[src/rtl/systolic_feeder.sv]
// Input-side feeder for a weight-stationary systolic array: a two-bank ping-pong tile buffer
// that streams each full tile into the array's top inputs with a per-lane diagonal skew.
module systolic_feeder #(
   parameter int unsigned DW    = 32,
   parameter int unsigned N     = 3,
   parameter int unsigned DEPTH = 4
) (
   input  logic            clk,
   input  logic            rst,
   input  logic            in_valid,
   output logic            in_ready,
   input  logic [N*DW-1:0] in_data,
   input  logic            drain_en,
   output logic [N*DW-1:0] out_data,
   output logic            out_valid,
   output logic            tile_done,
   output logic [1:0]      bank_full
);

   localparam int unsigned Steps = DEPTH + N - 1;
   localparam int unsigned WiW   = (DEPTH > 1) ? $clog2(DEPTH) : 1;
   localparam int unsigned TW    = $clog2(Steps);
   localparam logic [WiW-1:0] WiLast = WiW'(DEPTH - 1);
   localparam logic [TW-1:0]  TLast  = TW'(Steps - 1);

   typedef enum logic [0:0] {StIdle, StStream} state_e;

   state_e          r_state;
   state_e          w_state_d;
   logic            r_wb;
   logic [WiW-1:0]  r_wi;
   logic            r_rb;
   logic [TW-1:0]   r_t;
   logic [1:0]      r_full;
   logic [N*DW-1:0] r_out_data;
   logic            r_out_valid;
   logic            r_tile_done;

   logic            w_accept;
   logic            w_start;
   logic            w_load;
   logic            w_last;
   logic            w_chain;
   logic [1:0]      w_full_d;
   logic [N*DW-1:0] w_step_data;
   logic [N*DW-1:0] w_out_data_d;
   logic            w_out_valid_d;
   logic            w_tile_done_d;

   assign in_ready  = !r_full[r_wb];
   assign w_accept  = in_valid && in_ready;
   assign w_start   = (r_state == StIdle) && r_full[r_rb] && drain_en;
   assign w_load    = w_start || (r_state == StStream);
   assign w_last    = (r_state == StStream) && (r_t == TLast);
   assign w_chain   = r_full[~r_rb] && drain_en;

   assign out_data  = r_out_data;
   assign out_valid = r_out_valid;
   assign tile_done = r_tile_done;
   assign bank_full = r_full;

   // Each lane owns its own storage so the skewed read index stays lane-local.
   for (genvar g = 0; g < N; g++) begin : g_lane
      logic [DW-1:0] r_mem [2][DEPTH];
      logic [TW:0]   w_idx;

      always_ff @(posedge clk) begin
         if (w_accept) begin
            r_mem[r_wb][r_wi] <= in_data[g*DW +: DW];
         end
      end

      // Extra top bit flags t < g, which is a leading skew zero.
      assign w_idx = {1'b0, r_t} - (TW + 1)'(g);
      assign w_step_data[g*DW +: DW] =
         (!w_idx[TW] && (w_idx < (TW + 1)'(DEPTH))) ? r_mem[r_rb][w_idx[WiW-1:0]] : '0;
   end

   always_ff @(posedge clk or posedge rst) begin
      if (rst) begin
         r_state <= StIdle;
      end else begin
         r_state <= w_state_d;
      end
   end

   always_comb begin
      w_state_d = r_state;
      case (r_state)
         StIdle:   if (w_start) w_state_d = StStream;
         StStream: if (w_last && !w_chain) w_state_d = StIdle;
         default:  w_state_d = StIdle;
      endcase
   end

   always_comb begin
      w_out_data_d  = '0;
      w_out_valid_d = 1'b0;
      w_tile_done_d = 1'b0;
      if (w_load) begin
         w_out_data_d  = w_step_data;
         w_out_valid_d = 1'b1;
         w_tile_done_d = w_last;
      end
   end

   // Set and clear can never hit the same bank: writer owns a non-full bank, reader a full one.
   always_comb begin
      w_full_d = r_full;
      if (w_accept && (r_wi == WiLast)) w_full_d[r_wb] = 1'b1;
      if (w_last) w_full_d[r_rb] = 1'b0;
   end

   always_ff @(posedge clk or posedge rst) begin
      if (rst) begin
         r_wb        <= 1'b0;
         r_wi        <= '0;
         r_rb        <= 1'b0;
         r_t         <= '0;
         r_full      <= 2'b00;
         r_out_data  <= '0;
         r_out_valid <= 1'b0;
         r_tile_done <= 1'b0;
      end else begin
         r_full <= w_full_d;
         if (w_accept) begin
            if (r_wi == WiLast) begin
               r_wi <= '0;
               r_wb <= ~r_wb;
            end else begin
               r_wi <= r_wi + 1'b1;
            end
         end
         if (w_load) begin
            if (w_last) begin
               r_t  <= '0;
               r_rb <= ~r_rb;
            end else begin
               r_t <= r_t + 1'b1;
            end
         end
         r_out_data  <= w_out_data_d;
         r_out_valid <= w_out_valid_d;
         r_tile_done <= w_tile_done_d;
      end
   end

endmodule
[config.mk]
export PLATFORM = sky130hd
export DESIGN_NAME = systolic_feeder
export DESIGN_NICKNAME = d
export VERILOG_FILES = /design/src/rtl/systolic_feeder.sv
export SDC_FILE = /design/constraint.sdc
export NUM_CORES = 1
export LEC_CHECK = 0
export ABC_AREA = 1
export CAP_MARGIN = 20
export CORE_MARGIN = 5
export CORE_UTILIZATION = 45
export CTS_CLUSTER_DIAMETER = 40
export CTS_CLUSTER_SIZE = 16
export DETAILED_ROUTE_END_ITERATION = 12
export PLACE_DENSITY_LB_ADDON = 0.2
export SYNTH_ARGS = -nofsm -noshare
export SYNTH_HDL_FRONTEND = slang
export SYNTH_SLANG_ARGS = --single-unit
[constraint.sdc]
create_clock -name clk -period 8.6 [get_ports clk]
set_clock_uncertainty 0.05 [all_clocks]
set_input_delay 2.58 -clock clk [delete_from_list [all_inputs] [get_ports clk]]
set_output_delay 2.58 -clock clk [all_outputs]
set_load 0.005 [all_outputs]
# --- Word-level counts from Yosys, hierarchy flattened ---
# Memory sizes are Yosys's and may differ from the RTL's.
# Index checks and enable logic that the tools add are counted.
op_classes:
  add_sub_neg: 4
  mul: 0
  div: 0
  n_lt_le_gt_ge: 13
  eq_ne: 2
  n_shift: 0
  muxes: 36
  n_bitwise: 10
  reduce_logical: 19
op_table:
  columns: ["op", "count"]
  rows:
  - ["$mux 32", 10]
  - ["$bmux 32 s2", 3]
  - ["$mux 128", 1]
  - ["$mux 96", 1]
  - ["$demux 32 s2", 1]
  - ["$mux 1", 13]
  - ["$ge 3x3->1 const B", 4]
  - ["$logic_and 1x1->1", 12]
  - ["$not 2->3", 4]
  - ["$lt 4x3->1 const B", 2]
  - ["$lt 1x2->1 const B", 3]
  - ["$mux 2", 3]
  - ["$logic_not 1->1", 4]
  - ["$reduce_and 2->1", 2]
  - ["$sub 3x1->4 const B", 1]
  - ["$sub 3x2->4 const B", 1]
  - ["$add 3x1->3 const B", 1]
  - ["$eq 3x3->1 const B", 1]
  - ["$lt 3x1->1 const B", 1]
  - ["$lt 3x3->1 const B", 1]
  - ["$mux 3", 1]
  - ["$not 1->1", 3]
  - ["$add 2x1->2 const B", 1]
  - ["$and 2x2->2", 1]
  - ["other kinds (7)", 9]
word_totals:
  ff_bits: 108
  latchBits: 0
  mem_bits_rw: 768
  mem_bits_ro: 0
  inputBits: 100
  out_inout_bits: 101
  memories: 3
memory_table:
  columns: ["memory", "words", "width", "rd", "rd_ports_with_merged_regs", "wr", "line", "text"]
  rows:
  - ["g_lane[0].r_mem", 2, 128, 1, 0, 1, "64", "logic [DW-1:0] r_mem [2][DEPTH];"]
  - ["g_lane[1].r_mem", 2, 128, 1, 0, 1, "64", null]
  - ["g_lane[2].r_mem", 2, 128, 1, 0, 1, "64", null]

# --- Depth between registers and ports, before layout ---
# Gate-level depths: netlist (run 1).
depth:
  depth_word: 8
  mapped_depth: 11

# --- Worst setup path after synthesis (run 1) ---
# OpenSTA, ideal clock, no wires.
synth_path:
  kind: "input to register"
  start: "in in_valid"
  end: "mem g_lane[0].r_mem[1][100] in the netlist's numbering (enable)"
  arrival_ns: 9.382
  required_time_ns: 7.881
  path_slack_ns: -1.501
  stages: 3
  path_cell_list: "nand3_1 clkbuf_1 nor3_1"
synth_via:
  elab_chain_len: 3
synth_lines:
  columns: ["element", "line", "text"]
  rows:
  - ["from (decl)", "10", "input logic in_valid,"]
  - ["$logic_and 1x1->1", "51", "assign w_accept = in_valid && in_ready;"]
  - ["$mux 1", "68", "if (w_accept) begin"]
  - ["$mux 128 (implied by the code)", "69", "r_mem[r_wb][r_wi] <= in_data[g*DW +: DW];"]
  - ["to (decl)", "64", null]
# No other way between the ends.

# --- Worst setup path after layout (run 1) ---
layout_path:
  start: "in in_valid"
  end: "mem g_lane[1].r_mem[1][8] in the netlist's numbering (enable)"
layout_via:
  elab_chain_len: 3
layout_lines:
  columns: ["element", "line"]
  rows:
  - ["$logic_and 1x1->1", "51"]
  - ["$mux 1", "68"]
  - ["$mux 128 (implied by the code)", "69"]
  - ["to (decl)", "64"]
# No other way between the ends.

==> metrics.txt, run 1 <==
Mean Syn Cell Area=11.7 um^2; CTS Hold Bufs=0; fin crit period=5.06 ns; Die Ht=287 um; status=complete, no violations; MaxCap Viol Count=0; largest net degree at the start of global routing=222; WHS=0.536 ns; flop2flop setup slack=4.93 ns; post-route cell area=41,100 um^2; I/O Buffers=200; worst-skew pair later-pin latency=0.67 ns; Seq/Total Area, Yosys=74.8%; H-tree Lvls=3; post-synth top area cell=edfxtp_1; Die ar.=82,200 um^2; Worst-path clk slew=0.06 ns; Die Wd=287 um; CTS Buf Count=110; largest family of logic cells by synthesized area=simple AND/OR/NAND/NOR gates; layout cell share with drive strength beyond 1=7.81%; post-DR wirelength/cell=19.1 um; Critical-path top delay cell=buf_4; Resized cells post-CTS=0; xor/xnor cell area share of the yosys netlist=0.0508%; area delta synth->final=19.4%; critical path endpoint category=flop; clock sink count=876; most common cell in the netlist=nand2_1; worst path cell trace=clkdlybuf4s50_1 -> nand3_1 -> nor2_1 -> nand2_1 -> inv_4 -> buf_4; # nets final=3,224; largest cells by area after synthesis=edfxtp_1 (67%), nand2_1 (8.6%), dfrtp_1 (7.8%), nor2_1 (7.2%), nand3_1 (2.1%); Core Area=75,900 um^2; PnR Total Power=14.5 mW; Post-CTS Setup Bufs=0; routability congestion estimate=0.759; Fmax=0.198 GHz; Setup-failing EPs final=0; Cells after DPL=4,032; fin cells=4,249; fraction of the mapped netlist area in simple logic gates=19.8%; Setup TNS=0 ns; CTS tree=done; share of Yosys cell area claimed by the top area cell type=66.9%; hold-critical path depth=4; IO Pins=201; CTS root buffer=clkbuf_16; Final Slew Violations=0; Crit path largest cell delay=0.70 ns; Placed Area=37,300 um^2; crit path kind=in2reg; Detail Route Antenna Nets=0; worst path buffer plus inverter count=3; post-synthesis adder-cell area fraction=0.327%; post-synthesis mux area share=0%; cell area after synthesis=34,500 um^2; antenna violations before repair=7; Primary FF master, synth=edfxtp_1; Cells after Synth=2,933; CP Capture Point=g_lane[1].r_mem[1][8]; initial DRC count=1,757; first-pass GRT wire length=126 mm; router iterations before antenna repair=7; vias in the first global route=21,600; Crit path max-delay family=buffers and inverters; Worst Hold Class=reg2reg; detailed placement HPWL=43.5 mm; Reg2Reg Launch Point=r_t[0]; Syn Nets=3,042; Initial Utilization=45.4%; startpoint types=input port; WL final=81.1 mm; most instantiated cells after synthesis=nand2_1 (786), edfxtp_1 (768), nor2_1 (658); Synth Register Bits=876; FFs w/ async S/R, synth=12.3%; Worst EP arrival=5.29 ns; Post-synth EDFFs=768; Via Count=21,400; GRT Util Overall=19.7%; Worst Path Required=8.83 ns; worst r2r dst=out_data[54]; site row count=101; Synth Area in Compound Gates=2.52%; pwr dens=353 nW/um^2; final hold vios=0; DRC viols=0; maximum fanout along the worst path=56; unrepaired setup endpoints after global routing=no; Worst-Margin Slew=1.08 ns; Clock Path Buffers=3; slew margin rel.=27.7%; Lkg Pwr=15.4 nW; reg2reg path depth=7; GRT overflow=0; crit path launch=in_valid; Worst VDD drop=0.000254 V; synthesis warning total=0; Cell variety after synth=30; vias per cell=5.04; Tcrit/Tclk final=58.9%; CP Depth=6
how the worst min path moves through the flow:
| stage | end | slack (ns) | from |
|---|---|---|---|
| 3_3_place_gp | out_data[10] | 0.52 | g_lane[0].r_mem[1][106] |
| 3_5_place_dp | out_data[93] | 0.52 | g_lane[2].r_mem[1][29] |
| 5_1_grt | out_data[64] | 0.56 | g_lane[2].r_mem[1][0] |
| 2_1_floorplan | out_data[77] | 0.50 | g_lane[2].r_mem[1][13] |
| 4_1_cts | out_data[93] | 0.54 | g_lane[2].r_mem[1][29] |
| 6_report | out_data[93] | 0.54 | g_lane[2].r_mem[1][29] |
routing by layer:
layer	up-vias	track usage, %	wire length (um)
li1	10200	-	-
met1	10400	27.6	36600
met2	606	31.7	37900
met3	122	3.93	4960
met4	4	5.34	1580
met5	-	0	21
kinds of logic after synthesis:
logic type | count (synthesis)
buf+inv | 182
simple gates | 1695
flops | 876
compound gates | 169
fa+ha+maj | 9
xor+xnor | 2
worst min-delay path, delay by kind of cell, from the launching register on:
kind               cells  cell delay [ns]
DFF                    1             0.32
and+or+nand+nor        3             0.17
AOI/OAI and AO/OA      1             0.05
power breakdown:
group	internal, mW	total, mW	leakage, nW	switching, mW
combinational	1.41	4.26	5.21	2.85
clock	2.83	4.68	1.83	1.85
sequential	5.22	5.56	8.33	0.345
cell usage in the layout, fill, tap and decap left out, drive strengths merged, types with 6 or more instances in the layout:
| cell | n |
|---|---|
| nand2 | 788 |
| edfxtp | 768 |
| nor2 | 658 |
| clkdlybuf4s50 | 200 |
| o21ai | 160 |
| nand3 | 147 |
| clkbuf | 138 |
| dfrtp | 108 |
| or2 | 94 |
| inv | 40 |
| buf | 30 |
| clkinv | 30 |
| clkinvlp | 13 |
| bufinv | 11 |
| ha | 9 |
| a21oi | 9 |
| diode | 6 |
| nor3 | 6 |
state kept, by name, summed over array words and instances (netlist names):
| signal | count |
|---|---|
| g_lane.r_mem | 768 |
| out_data | 96 |
| r_t | 3 |
| bank_full | 2 |
| r_wi | 2 |
| out_valid | 1 |
| r_rb | 1 |
| r_state | 1 |
| r_wb | 1 |
| tile_done | 1 |
cell type report:
cell class | instances | area [um^2]
fillers | 6290 | 34800
flip-flops and latches | 876 | 25800
multi-input cells | 1875 | 7860
clock buffers | 138 | 2960
repair buffers | 230 | 2260
well taps | 1030 | 1290
clock inverters | 72 | 870
inverters | 22 | 110
diodes | 6 | 15.0
through the flow:
step                      worst slack (ns)  utilization (%)
after floorplan                      -1.50                -
after global placement                2.81             49.1
after detailed placement              2.83             49.1
after CTS                             3.53             54.1
after global routing                  3.34             54.2
final                                 3.54             54.2
Note: power is estimated with default switching activity, not from simulation.
==> run 2, diff against run 1 <==
clock period = 4.7 ns   (was 8.6 ns; I/O delays follow)
==> metrics.txt, run 2 (synthesis gave the netlist of run 1 again) <==
Post-CTS Setup Bufs=0; Setup TNS=0 ns; most frequent cells in the layout=nand2_1 (786), edfxtp_1 (768), nor2_1 (658); worst-skew pair later-pin latency=0.67 ns; layout cell share with drive strength beyond 1=8.50%; CTS root buffer=clkbuf_16; reg2reg path depth=8; Biggest register=g_lane.r_mem; startpoint types=flop; max reg flops=768; slew margin rel.=15.6%; clock sink count=876; I/O Buffers=200; GRT Util Overall=19.5%; Worst Path Required=3.24 ns; routability congestion estimate=0.793; CTS tree=done; dpl ws=1.05 ns; initial DRC count=1,694; commonest non-fill, non-tap cell in the layout=nand2_1; unrepaired setup endpoints after global routing=no; Worst-Margin Slew=1.27 ns; vias per cell=5.04; Fmax=0.266 GHz; detailed placement HPWL=43.4 mm; site row count=101; final hold vios=0; Clock Path Buffers=3; Worst VDD drop=0.000546 V; fin crit period=3.76 ns; Die Ht=287 um; Setup-failing EPs final=0; status=complete, no violations; # nets final=3,233; CTS Hold Bufs=0; router iterations before antenna repair=5; hold-critical path depth=4; P_sw=9.38 mW; Die ar.=82,200 um^2; first-pass GRT wire length=125 mm; Core Area=75,900 um^2; Detail Route Antenna Nets=0; critical path endpoint category=output pin; Initial Utilization=45.4%; DRC viols=0; Worst EP arrival=2.30 ns; CTS Buf Count=111; H-tree Lvls=3; largest net degree at the start of global routing=241; Die Wd=287 um; Util after Layout=54.7%; crit path kind=reg2out; IO Pins=201; Fill cells=6,235; Lkg Pwr=15.6 nW; Final Slew Violations=0; Net Sw Frac=34.8%; register share of total power=37.3%; pwr dens=649 nW/um^2; GRT overflow=0; Via Count=21,400; PnR Total Power=27.0 mW; Tcrit/Tclk final=80.1%; Resized cells post-CTS=0; Worst-path clk slew=0.06 ns; Logic pwr share=30.0%; worst setup margin=0.936 ns; WL final=81.0 mm; maximum fanout along the worst path=7; vias in the first global route=21,200; post-DR wirelength/cell=19.0 um; area delta synth->final=20.6%; antenna violations before repair=3; Worst Hold Class=reg2reg; MaxCap Viol Count=0; P_int=17.6 mW; part of the power in the clock network=32.8%
==> run 2: changes by cell type in the layout (fill, tap and decap cells not counted), sizes merged <==
cell    before  now
clkbuf     138  125
inv         40   51
buf         30   38
bufinv      11   15
diode        6    2
clkinv      30   29
==> run 2: worst paths after layout <==
path	startpoint	end	slack, ns
setup / recovery	r_wb	in_ready	0.94
hold / removal	g_lane[2].r_mem[1][50]	out_data[82]	0.53
setup reg to reg	r_rb	out_data[67]	1.42
hold reg to reg	g_lane[2].r_mem[1][50]	out_data[82]	0.53
max in group asynchronous	rst	out_data[57]	2.51
min in group asynchronous	rst	out_data[37]	1.23
==> run 2: critical path, cell delays in order (launching register included) <==
cell	delay, ns
dfrtp_1	0.58
inv_1	0.29
nand2_1	0.14
and2_1	0.13
clkdlybuf4s50_1	0.50
==> run 2: metrics by stage <==
| stage | hold slack [ns] | instances | cell area [um^2] |
|---|---|---|---|
| after floorplan | 0.499 | 2933 | 34500 |
| after global placement | 0.511 | 4041 | 37600 |
| after detailed placement | 0.526 | 4041 | 37600 |
| after CTS | 0.534 | 4252 | 41600 |
| after global routing | 0.579 | 4252 | 41600 |
| final | 0.530 | 4254 | 41600 |
==> run 2: power groups by stage <==
stage               clock network [mW]  logic (mW)  registers [mW]
floorplan                            0        5.55            9.99
global placement                     0        8.00            10.2
detailed placement                   0        8.14            10.2
CTS                               8.99        8.19            10.1
global route                      9.37        9.10            10.1
finish                            8.83        8.08            10.0
==> run 2: layout make-up <==
class	instances	area [um^2]	area share, %
Sequential cell	876	25800	62.0
Multi-Input combinational cell	1875	7900	19.0
Clock buffer	125	2880	6.93
Timing Repair Buffer	238	2520	6.08
Tap cell	1030	1290	3.10
Clock inverter	86	1070	2.58
Inverter	22	110	0.265
Antenna cell	2	5.00	0.0120
==> run 2: per-layer routing <==
layer  global-route usage [%]  vias up  share of wire (%)
li1                         -    10300                  -
met1                     27.8    10400                 45
met4                     5.49        4                1.9
met3                     3.79      110                6.1
met5                        0        -              0.026
met2                     31.0      609                 47
==> variant 1, RTL diff (config.mk and constraints of run 1) <==
`r_out_data` no longer has a reset.
--- a/src/rtl/systolic_feeder.sv
+++ b/src/rtl/systolic_feeder.sv
@@ -118,7 +118,6 @@
          r_rb        <= 1'b0;
          r_t         <= '0;
          r_full      <= 2'b00;
-         r_out_data  <= '0;
          r_out_valid <= 1'b0;
          r_tile_done <= 1'b0;
       end else begin
@@ -139,10 +138,13 @@
                r_t <= r_t + 1'b1;
             end
          end
-         r_out_data  <= w_out_data_d;
          r_out_valid <= w_out_valid_d;
          r_tile_done <= w_tile_done_d;
       end
    end
 
+   always_ff @(posedge clk) begin
+      r_out_data <= w_out_data_d;
+   end
+
 endmodule
Check against the original RTL: no difference found for any inputs over 4 cycles, from zero or initial values and one cycle with rst high; that may be too few to reach the edited logic, so the function may still have changed.
==> variant 1 against run 1 <==
Total power grew 0.83%; clock power up 3%; area after synthesis is 5.9% higher; routed wire length increased by 1.9%; via count rose by 6.7%; sequential cell count unchanged; register-to-register slack better by 0.31 ns; hold slack improved by 0.015 ns; worst setup slack improved by 0.19 ns; design area up 5.3%.
==> variant 1: results (changes against run 1) <==
outcome finished clean (unchanged); final wirelength 82.7 mm (was 81.1 mm); Iteration-0 DRC Markers 1,582 (was 1,757); GRT Total Usage 19.0% (was 19.7%); worst slack, placed 3.17 ns (was 2.83 ns); Max VDD drop 0.328 mV (was 0.254 mV); DP HPWL 42.9 mm (was 43.5 mm); sequential area share after synthesis 69.3% (was 74.8%); CTS Buf Count 121 (was 110); Via Count 22,800 (was 21,400); met2 Resource Use GR 32.0% (was 31.7%); switch share 35.0% (was 34.8%); startpoint of the worst-slack reg-to-reg timing path r_t[1]$_DFFE_PP0P_ (was r_t[0]$_DFFE_PP0P_); layout cells sized above 1 8.75% (was 7.81%); Hold Startpoint bank_full[1]$_DFF_PP0_ (was g_lane[2].r_mem[1][29]$_DFFE_PP_); Leakage Power 0.0188 uW (was 0.0154 uW); Post-Synthesis Net Count 3,604 (was 3,042); gpl congestion 0.726 (was 0.759); GR Layer Usage met3 3.55% (was 3.93%); met1 usage 25.4% (was 27.6%); largest net degree at the start of global routing 171 (was 222); Worst slew margin 26.0% (was 27.7%); Largest stage delay, worst path 0.54 ns (was 0.70 ns); Crit Path Max Fanout 7 (was 56); drt first pass iters 6 (was 7); asr flop ratio synth 1.37% (was 12.3%); synth top area cells edfxtp_1, nand2_1, inv_1, nand3_1, dfxtp_1 (was edfxtp_1, nand2_1, dfrtp_1, nor2_1, nand3_1)
## variant 1: power by group through the flow
stage                     registers [uW]  clock network [uW]  logic [uW]
after floorplan                     5460                   0        3140
after global placement              5550                   0        4360
after detailed placement            5550                   0        4410
after CTS                           5470                4900        4440
after global routing                5510                5120        4900
final                               5460                4810        4360
## variant 1: routing by layer
metal / part of all wire, % / up-vias
met4: 1.8 / 2
li1: - / 11400
met1: 44 / 10900
met2: 49 / 492
met3: 5.5 / 100
met5: 0.016 / -
## variant 1: cell families (layout without fill, tap and decap cells)
kind of cell               count (synthesis)  after routing  synth area share [%]
and+or+nand+nor                         1569           1569                  17.6
buffers and inverters                    933           1232                  10.3
DFF                                      876            876                  69.3
AOI/OAI and AO/OA                        106            106                  2.39
adders and majority gates                  9              9                 0.309
xor gates and xnor gates                   2              2                0.0480
other                                      0              3                     0
## variant 1: final cells by class
type                            count  area [um2]
Fill cell                        6858       37100
Antenna cell                        3        7.51
Tap cell                         1060        1330
Clock buffer                      147        3220
Timing Repair Buffer              229        2300
Multi-Input combinational cell   1686        7460
Clock inverter                     82         779
Sequential cell                   876       25300
Inverter                          774        2930
## variant 1: critical path: cells and delay by family (launching register included)
family | cells | cell delay, ns
flip-flops | 1 | 0.51
buffers and inverters | 2 | 0.74
AND/OR/NAND/NOR | 2 | 0.35
## variant 1: through the flow
step           setup TNS, ns  hold slack [ns]  area, um2  std cells  util, %
6_report                   0            0.551      43300       4857     53.9
5_1_grt                    0            0.595      43300       4855     53.9
4_1_cts                    0            0.552      43300       4852     53.8
3_5_place_dp               0            0.543      39300       4623     48.8
3_3_place_gp               0            0.537      39200       4622     48.8
2_1_floorplan        -828.10            0.489      36500       3495        -
## variant 1: final timing paths
path / to / slack (ns) / cells after the start
worst max register to register: out_data[52]$_SDFF_PN0_ / 5.24 / 7
worst min register to register: bank_full[1]$_DFF_PP0_ / 0.55 / 2
worst max-delay path: in_ready / 3.72 / 4
min in group asynchronous: r_state$_DFF_PP0_ / 2.33 / 2
max in group asynchronous: r_rb$_DFFE_PP0P_ / 5.73 / 2
worst min-delay path: bank_full[1]$_DFF_PP0_ / 0.55 / 2
==> variant 2, RTL diff (flow settings as in run 1) <==
Without the edit above. Change the parameter `N` from 3 to 2.
--- a/src/rtl/systolic_feeder.sv
+++ b/src/rtl/systolic_feeder.sv
@@ -2,7 +2,7 @@
 // that streams each full tile into the array's top inputs with a per-lane diagonal skew.
 module systolic_feeder #(
    parameter int unsigned DW    = 32,
-   parameter int unsigned N     = 3,
+   parameter int unsigned N     = 2,
    parameter int unsigned DEPTH = 4
 ) (
    input  logic            clk,
Interface: changed (resized in_data and out_data); port bits go from 201 to 137. The function was not compared with the original's and may differ.
==> variant 2 against run 1 <==
Worst setup slack better by 0.23 ns; clock power decreased by 34%; routed wire length down 35%; first-iteration DRC count decreased by 41%; area after synthesis fell by 32%; highest routed layer unchanged; sequential cell count is 288 lower; total power is 33% lower; design area decreased by 33%; maximum frequency up 4.9%; sequential share of layout area fell by 0.22 points; hold slack improved by 0.012 ns.
==> variant 2: results (changes against run 1) <==
outcome finished clean (unchanged); final worst slack 3.77 ns (was 3.54 ns); WHS 0.548 ns (was 0.536 ns); worst slack, placed 3.19 ns (was 2.83 ns); Crit Path Max Fanout 33 (was 56); IO Port Bufs 136 (was 200); adder-cell area share of the yosys netlist 0.376% (was 0.327%); CTS Buf Count 74 (was 110); post-route insts no fill 2,872 (was 4,249); largest net degree at the start of global routing 171 (was 222); Via Count 14,600 (was 21,400); synth top area cells edfxtp_1, nand2_1, dfrtp_1, nor2_1, nand3_1 (unchanged); Hold Startpoint g_lane[0].r_mem[1][123]$_DFFE_PP_ (was g_lane[2].r_mem[1][29]$_DFFE_PP_); Clk. pwr 3090 uW (was 4680 uW); Critical R2R Capture out_data[30]$_DFF_PP0_ (was out_data[54]$_DFF_PP0_); combinational share of power 30.0% (was 29.4%); complex-gate fraction of the synthesized area 3.31% (was 2.52%); unique cell type count in the Yosys netlist 24 (was 30); Leakage Power 0.0108 uW (was 0.0154 uW); Largest stage delay, worst path 0.57 ns (was 0.70 ns); Syn Area/Cell 11.6 um2 (was 11.7 um2); R2R cell count 8 (was 7); max FFs per register 512 (was 768); xor and xnor area share after synthesis 0.0752% (was 0.0508%); asr flop ratio synth 12.9% (was 12.3%); drt first pass iters 5 (was 7); DP HPWL 27.1 mm (was 43.5 mm); Iteration-0 DRC Markers 1,035 (was 1,757); startpoint of the worst-slack reg-to-reg timing path r_rb$_DFFE_PP0P_ (was r_t[0]$_DFFE_PP0P_); EDFF count, synth 512 (was 768); placed instance count 2,735 (was 4,032); ant diodes 0 (was 6); sequential area share after synthesis 74.1% (was 74.8%); first-pass GRT wire length 82.0 mm (was 126 mm); placed cell area 0.0252 mm2 (was 0.0373 mm2); CP Data Arrival Time 4.98 ns (was 5.29 ns); GRT Total Usage 18.5% (was 19.7%); Worst Tran Pin Value 1.13 ns (was 1.08 ns); gpl congestion 0.736 (was 0.759); FF-to-FF setup slack 5.02 ns (was 4.93 ns); crit path to g_lane[0].r_mem[0][22]$_DFFE_PP_ (was g_lane[1].r_mem[1][8]$_DFFE_PP_); Post-CTS Setup Bufs 0 (unchanged); final wirelength 52.5 mm (was 81.1 mm); vias in the first global route 14,500 (was 21,600); Post-Synthesis Net Count 2,080 (was 3,042); Max VDD drop 0.277 mV (was 0.254 mV); WHS Endpoint out_data[27]$_DFF_PP0_ (was out_data[93]$_DFF_PP0_); Comb. pwr 2910 uW (was 4260 uW); initial antenna violation count 1 (was 7)
==> variant 2: cell count changes after synthesis, moves of 15 or more <==
cell      change
edfxtp_1    -256
a21oi_1      +15
nor2_1      -389
nand3_1      +42
o21ai_0      -34
or2_1        -36
inv_1       +134
or2_0        -44
clkbuf_1     -50
dfrtp_1      -32
nand2_1     -261
==> variant 2: per-layer routing <==
metal  vias to the layer above  part of all wire [%]  wire (um)  GRT usage [%]
li1                       6976                     -          -              -
met1                      7138                    45      23500           25.7
met2                       392                    48      25300           30.1
met3                        53                   5.7       2980           3.27
met4                         2                   1.4        761           5.39
met5                         -                 0.036         19              0
==> variant 2: critical path: cells and delay by family <==
kind / cells / cell delay (ns)
AND/OR/NAND/NOR: 3 / 0.81
buffers and inverters: 3 / 1.56
==> variant 2: area by class of cell <==
class	count	area, um2
well taps	680	851
multi-input cells	1154	4900
repair buffers	158	1550
clock inverters	44	475
fillers	4327	23600
clock buffers	91	2020
inverters	157	604
flip-flops and latches	588	17300
